`src/rtl/k2_unscale_pkg.sv`:
```
// Shared constants and types for the K2RED un-scaling datapath.
// Coefficient type coeff_t is shared with the k2red and pack/compress blocks.
package k2_unscale_pkg;

  localparam int WID2   = 12;
  localparam int Q      = 3329;
  localparam int K2INV  = 2285;
  localparam int BRT_M  = 5039;
  localparam int BRT_SH = 24;
  localparam int NCOEF  = 256;

  localparam int PW     = 23;
  localparam int RW     = 13;
  localparam int CNT_W  = $clog2(NCOEF);

  typedef logic [WID2-1:0] coeff_t;
  typedef logic [PW-1:0]   prod_t;
  typedef logic [RW-1:0]   red_t;

  // Map a two's-complement coefficient into 0..Q-1 (input is within +-Q).
  function automatic coeff_t fold_signed(input coeff_t x);
    if (x[WID2-1]) begin
      return x + coeff_t'(Q);
    end else begin
      return x;
    end
  endfunction

  // Final conditional subtraction: 0..2Q-1 -> 0..Q-1.
  function automatic coeff_t fold_q(input red_t r);
    if (r >= red_t'(Q)) begin
      return coeff_t'(r - red_t'(Q));
    end else begin
      return coeff_t'(r);
    end
  endfunction

endpackage

```
`src/rtl/k2_unscale_barrett.sv`:
```
// Combinational Barrett reduction: 23-bit product -> 13-bit residue in [0, 2Q).
// Reusable by other modular multipliers in the datapath.
import k2_unscale_pkg::*;

module k2_barrett (
  input  prod_t p,
  output red_t  r
);

  logic [35:0] wide;
  logic [11:0] t;

  // Quotient estimate t = floor(p*M / 2^SH), then residue r = p - t*Q.
  always_comb begin
    wide = 36'(p) * 36'(BRT_M);
    t    = 12'(wide >> BRT_SH);
    r    = RW'(p - PW'(t) * PW'(Q));
  end

endmodule

```
`src/rtl/k2_unscale.sv`:
```
// k2_unscale: streaming inverse of the K2RED domain, out = in * 169^-1 mod Q.
// Three register stages (fold+multiply, Barrett, final subtract), 1 coeff/clk.
// Optional macro K2U_SKID_EN adds a 2-entry input skid buffer with a
// registered in_ready (latency becomes 4 clk).
import k2_unscale_pkg::*;

module k2_unscale (
  input  logic            clk,
  input  logic            rst,
  input  logic            in_valid,
  output logic            in_ready,
  input  logic [WID2-1:0] in_data,
  output logic            out_valid,
  input  logic            out_ready,
  output logic [WID2-1:0] out_data,
  output logic            out_last
);

  logic             adv;
  logic             out_xfer;
  logic             src_valid;
  coeff_t           src_data;
  logic             v1;
  logic             v2;
  prod_t            p;
  red_t             r;
  red_t             r_next;
  logic [CNT_W-1:0] cnt;
  logic [CNT_W-1:0] cnt_inc;
  logic [CNT_W-1:0] cnt_after;

  assign adv      = ~out_valid | out_ready;
  assign out_xfer = out_valid & out_ready;

`ifdef K2U_SKID_EN
  coeff_t     s0;
  coeff_t     s1;
  logic [1:0] sc;
  logic [1:0] sc_next;
  logic       push;
  logic       pop;

  assign push      = in_valid & in_ready;
  assign pop       = adv & (sc != 2'd0);
  assign src_valid = (sc != 2'd0);
  assign src_data  = s0;

  // Skid occupancy after this cycle's push/pop.
  always_comb begin
    sc_next = sc;
    if (push && !pop) begin
      sc_next = sc + 2'd1;
    end else if (pop && !push) begin
      sc_next = sc - 2'd1;
    end else begin
      sc_next = sc;
    end
  end

  // Skid storage (s0 is the head) and registered in_ready = not full.
  always_ff @(posedge clk or negedge rst) begin
    if (!rst) begin
      sc       <= 2'd0;
      s0       <= '0;
      s1       <= '0;
      in_ready <= 1'b1;
    end else begin
      sc       <= sc_next;
      in_ready <= (sc_next != 2'd2);
      if (pop) begin
        if (push && (sc == 2'd1)) begin
          s0 <= in_data;
        end else begin
          s0 <= s1;
        end
      end else if (push) begin
        if (sc == 2'd0) begin
          s0 <= in_data;
        end else begin
          s1 <= in_data;
        end
      end
    end
  end
`else
  assign in_ready  = adv;
  assign src_valid = in_valid;
  assign src_data  = in_data;
`endif

  k2_barrett u_barrett (
    .p (p),
    .r (r_next)
  );

  // Output counter helpers: next value with wrap, and value after this cycle.
  always_comb begin
    if (cnt == CNT_W'(NCOEF - 1)) begin
      cnt_inc = '0;
    end else begin
      cnt_inc = cnt + CNT_W'(1);
    end
    if (out_xfer) begin
      cnt_after = cnt_inc;
    end else begin
      cnt_after = cnt;
    end
  end

  // Pipeline stages and output counter; everything advances together on adv.
  always_ff @(posedge clk or negedge rst) begin
    if (!rst) begin
      v1        <= 1'b0;
      v2        <= 1'b0;
      out_valid <= 1'b0;
      out_last  <= 1'b0;
      out_data  <= '0;
      p         <= '0;
      r         <= '0;
      cnt       <= '0;
    end else begin
      if (out_xfer) begin
        cnt <= cnt_inc;
      end
      if (adv) begin
        v1        <= src_valid;
        v2        <= v1;
        out_valid <= v2;
        if (src_valid) begin
          p <= prod_t'(fold_signed(src_data)) * prod_t'(K2INV);
        end
        if (v1) begin
          r <= r_next;
        end
        if (v2) begin
          out_data <= fold_q(r);
          out_last <= (cnt_after == CNT_W'(NCOEF - 1));
        end else begin
          out_last <= 1'b0;
        end
      end
    end
  end

endmodule

```
`config.mk`:
```
export PLATFORM = sky130hd
export DESIGN_NAME = k2_unscale
export DESIGN_NICKNAME = d
export VERILOG_FILES = /design/src/rtl/k2_unscale_pkg.sv /design/src/rtl/k2_unscale_barrett.sv /design/src/rtl/k2_unscale.sv
export SDC_FILE = /design/constraint.sdc
export NUM_CORES = 1
export LEC_CHECK = 0
export CORE_MARGIN = 5
export CORE_UTILIZATION = 60
export CTS_BUF_LIST = sky130_fd_sc_hd__clkbuf_8
export CTS_CLUSTER_SIZE = 8
export DETAILED_ROUTE_END_ITERATION = 10
export PLACE_DENSITY = 0.81
export SETUP_SLACK_MARGIN = 0.05
export SLEW_MARGIN = 5
export SYNTH_ARGS = -nofsm -noshare
export SYNTH_HDL_FRONTEND = slang
export SYNTH_SLANG_ARGS = --single-unit
```
`constraint.sdc`:
```
create_clock -name clk -period 8.55 [get_ports clk]
set_input_delay 1.71 -clock clk [delete_from_list [all_inputs] [get_ports clk]]
set_output_delay 1.71 -clock clk [all_outputs]
set_load 0.02 [all_outputs]
```
==> reports/summary.txt, run 1 <==
CP Launch Type: register
Final Hold Violating Endpoints: 0
Hold bufs inserted after CTS: 0
Slowest stage delay, CP: 0.62 ns
Fillers: 1430
Initial core utilization: 60.91%
Setup TNS: 0 ns
Final net count: 1639
I/O pins: 31
RSZ-0062 raised after global routing: yes
Status: complete, no violations
DR vias: 7893
Final HPWL DP: 19760 µm
Max-cap violations: 0
Core area: 0.01864 mm²
Fmax: 121.4 MHz
Clk Latency, worst-skew pair: 0.39 ns
Crit. End Element: register
Top FF cell, synth: dfrtp_1
Share of cells above drive strength 1: 8.537%
Min cycle time layout: 8.240 ns
Max-Slew Margin vs Limit: 48.88%
CTS tree: yes
Gpl congestion: 0.9551
Kind of critical path: register to register
Clock sinks: 60
Area of the multi-input gates: 0.008871 mm²
Number of synthesized flops with an enable pin: 0
Slowest CP cell: fa_1
# H-tree levels: 3
Mapped Area: 0.01136 mm²
DRC viols: 0
Clock root buffer: clkbuf_8
# port buffers: 30
Final setup violation count: 0
Die Area: 0.02178 mm²
Vias in the first global route: 8458
Synth Register Bits: 60
Unique masters post-synth: 59
Hold Crit Class: register to register
Antenna violations before repair: 0
CTS Buf Count: 9
Global routing usage on met2: 39.46%
PnR worst setup slack: 0.3103 ns
Worst-path maximum fanout: 7
Gr ovfl total: 0
Post-synthesis sequential area ratio: 13.22%
Async set-reset flop share out of synthesis: 100.0%
Dpl ws: -0.05155 ns
Clock skew: 0.02744 ns
Syn Area/Cell: 9.806 µm²
Most common cell on crit path: fa_1
Drt via density: 5.391
Period utilization: 96.37%
CTS max path bufs: 2
Cells after Synth: 1158
First drt pass iteration count: 5
FP Rows: 50
Syn Nets: 1572
Util after Layout: 67.10%
Met1 global-route usage: 27.08%
Worst-path clk slew: 0.10 ns
Met3 global-route usage: 3.372%
Area growth syn-to-layout: 10.16%
Die H: 147.6 µm
Antenna Nets Post-Route: 0
Worst reg2reg setup slack: 0.31 ns
N_diodes: 0
Synth warnings: 0
Worst EP arrival: 8.50 ns
Slew @ Worst Pin: 0.7667 ns
WL/cell: 15.58 µm
GRT Util Overall: 22.22%
First-pass GRT wire length: 39020 µm
Slew Limit Fails: 0
Die width: 147.6 µm
Detailed Route Iter0 Violations: 300
Final wirelength: 22810 µm
Reg area: 0.001514 mm²
Pin count of the biggest net entering global routing: 61
Gr busiest metal: met2
WP data required: 8.81 ns
-- synthesized netlist by cell type (all sizes together) (8+ instances only) --
library cell  number  share of area, %
clkbuf            12              0.40
o21ai             57               2.6
nand3             12              0.57
nor2              40               1.3
dfrtp             60                13
nand4              8              0.44
ha               228                25
nand2             77               2.6
inv              278               9.2
nor3              12              0.57
xnor2             48               3.7
a21oi             38               1.7
fa               170                30
a21o              13              0.86
xor2              21               1.7
-- worst paths after layout --
| kind | start | to | depth (start not counted) |
|---|---|---|---|
| max | p[11]$_DFFE_PN0P_ | r[12]$_DFFE_PN0P_ | 31 |
| min | out_data[2]$_DFFE_PN0P_ | out_data[2]$_DFFE_PN0P_ | 2 |
| max reg2reg | p[11]$_DFFE_PN0P_ | r[12]$_DFFE_PN0P_ | 31 |
| min reg2reg | out_data[2]$_DFFE_PN0P_ | out_data[2]$_DFFE_PN0P_ | 2 |
| max in group asynchronous | rst | p[14]$_DFFE_PN0P_ | 2 |
| min in group asynchronous | rst | r[11]$_DFFE_PN0P_ | 2 |
-- registers in the layout, indices dropped and copies added, names as in the netlist --
name,count
out_valid,1
r,13
v2,1
out_last,1
p,23
out_data,12
cnt,8
v1,1
-- per-stage QoR --
stage / instances / area [µm²] / hold WS [ns]
6_report: 1464 / 12510 / 0.4787
3_5_place_dp: 1439 / 12120 / 0.4643
5_1_grt: 1464 / 12510 / 0.4985
3_3_place_gp: 1439 / 12120 / 0.4602
2_1_floorplan: 1158 / 11360 / 0.4469
4_1_cts: 1456 / 12330 / 0.4828
-- per-layer routing --
| layer | part of all wire [%] | vias to the layer above |
|---|---|---|
| met3 | 4.0 | 48 |
| met5 | 0 | - |
| li1 | - | 3827 |
| met1 | 41 | 3863 |
| met4 | 3.9 | 0 |
| met2 | 51 | 155 |
-- timing repair --
action                     4_1_cts  5_1_grt
setup buffers                    1        8
pin swaps                        1       22
resized for setup                3       28
setup endpoints to repair        1        3
hold endpoints to repair         0        0
-- layout make-up --
| class | count | area share (%) |
|---|---|---|
| Clock buffer | 9 | 0.9902 |
| Clock inverter | 7 | 0.6701 |
| Inverter | 278 | 8.342 |
| Multi-Input combinational cell | 808 | 70.91 |
| Sequential cell | 60 | 12.10 |
| Tap cell | 234 | 2.340 |
| Timing Repair Buffer | 68 | 4.641 |
-- worst max-delay path: cells and delay by family, from the launching register on --
family	cells	cell delay (ns)
adders and majority gates	11	4.59
AOI/OAI and AO/OA	10	1.79
xor gates and xnor gates	3	0.51
DFF	1	0.47
and+or+nand+nor	3	0.42
buffers and inverters	4	0.34
-- cell usage in the layout, fill, tap and decap left out, drive strengths merged, types with 3 or more instances in the layout --
cell type	Yosys	routed
dfrtp	60	60
nand2b	6	6
nand2	77	77
clkbuf	12	9
a21o	13	13
nor2b	7	7
xnor2	48	48
and3	4	4
xor2	21	21
nand3	12	12
or2	3	3
fa	170	170
clkdlybuf4s50	0	29
a311oi	3	3
or3	4	4
o21a	6	6
ha	228	228
and2	6	6
inv	278	281
mux2i	3	3
nor2	40	40
buf	0	39
o211ai	3	3
a31oi	7	7
nor3	12	12
nand4	8	8
a21boi	3	3
a21oi	38	38
o31ai	6	6
o21ai	57	57
-- cells by family after synthesis --
kind of cell / count (synthesis) / share of synthesized area [%]
compound gates: 149 / 8.242
xor+xnor: 71 / 5.784
fa+ha+maj: 398 / 55.09
buf+inv: 290 / 9.586
flops: 60 / 13.22
mux: 5 / 0.4628
simple gates: 185 / 7.613
Power of run 1 is left out: the tool's default activity adds up to more than one toggle a clock period on the data nets, which glitch-free logic cannot reach.
==> run 2: changes to the inputs <==
Settings changed: ABC_CLOCK_PERIOD_IN_PS set to 8550.
==> results of run 2 <==
Same layout as run 1: the final DEF is identical, and so are final timing and power.
Power of run 2 is left out for the same reason.
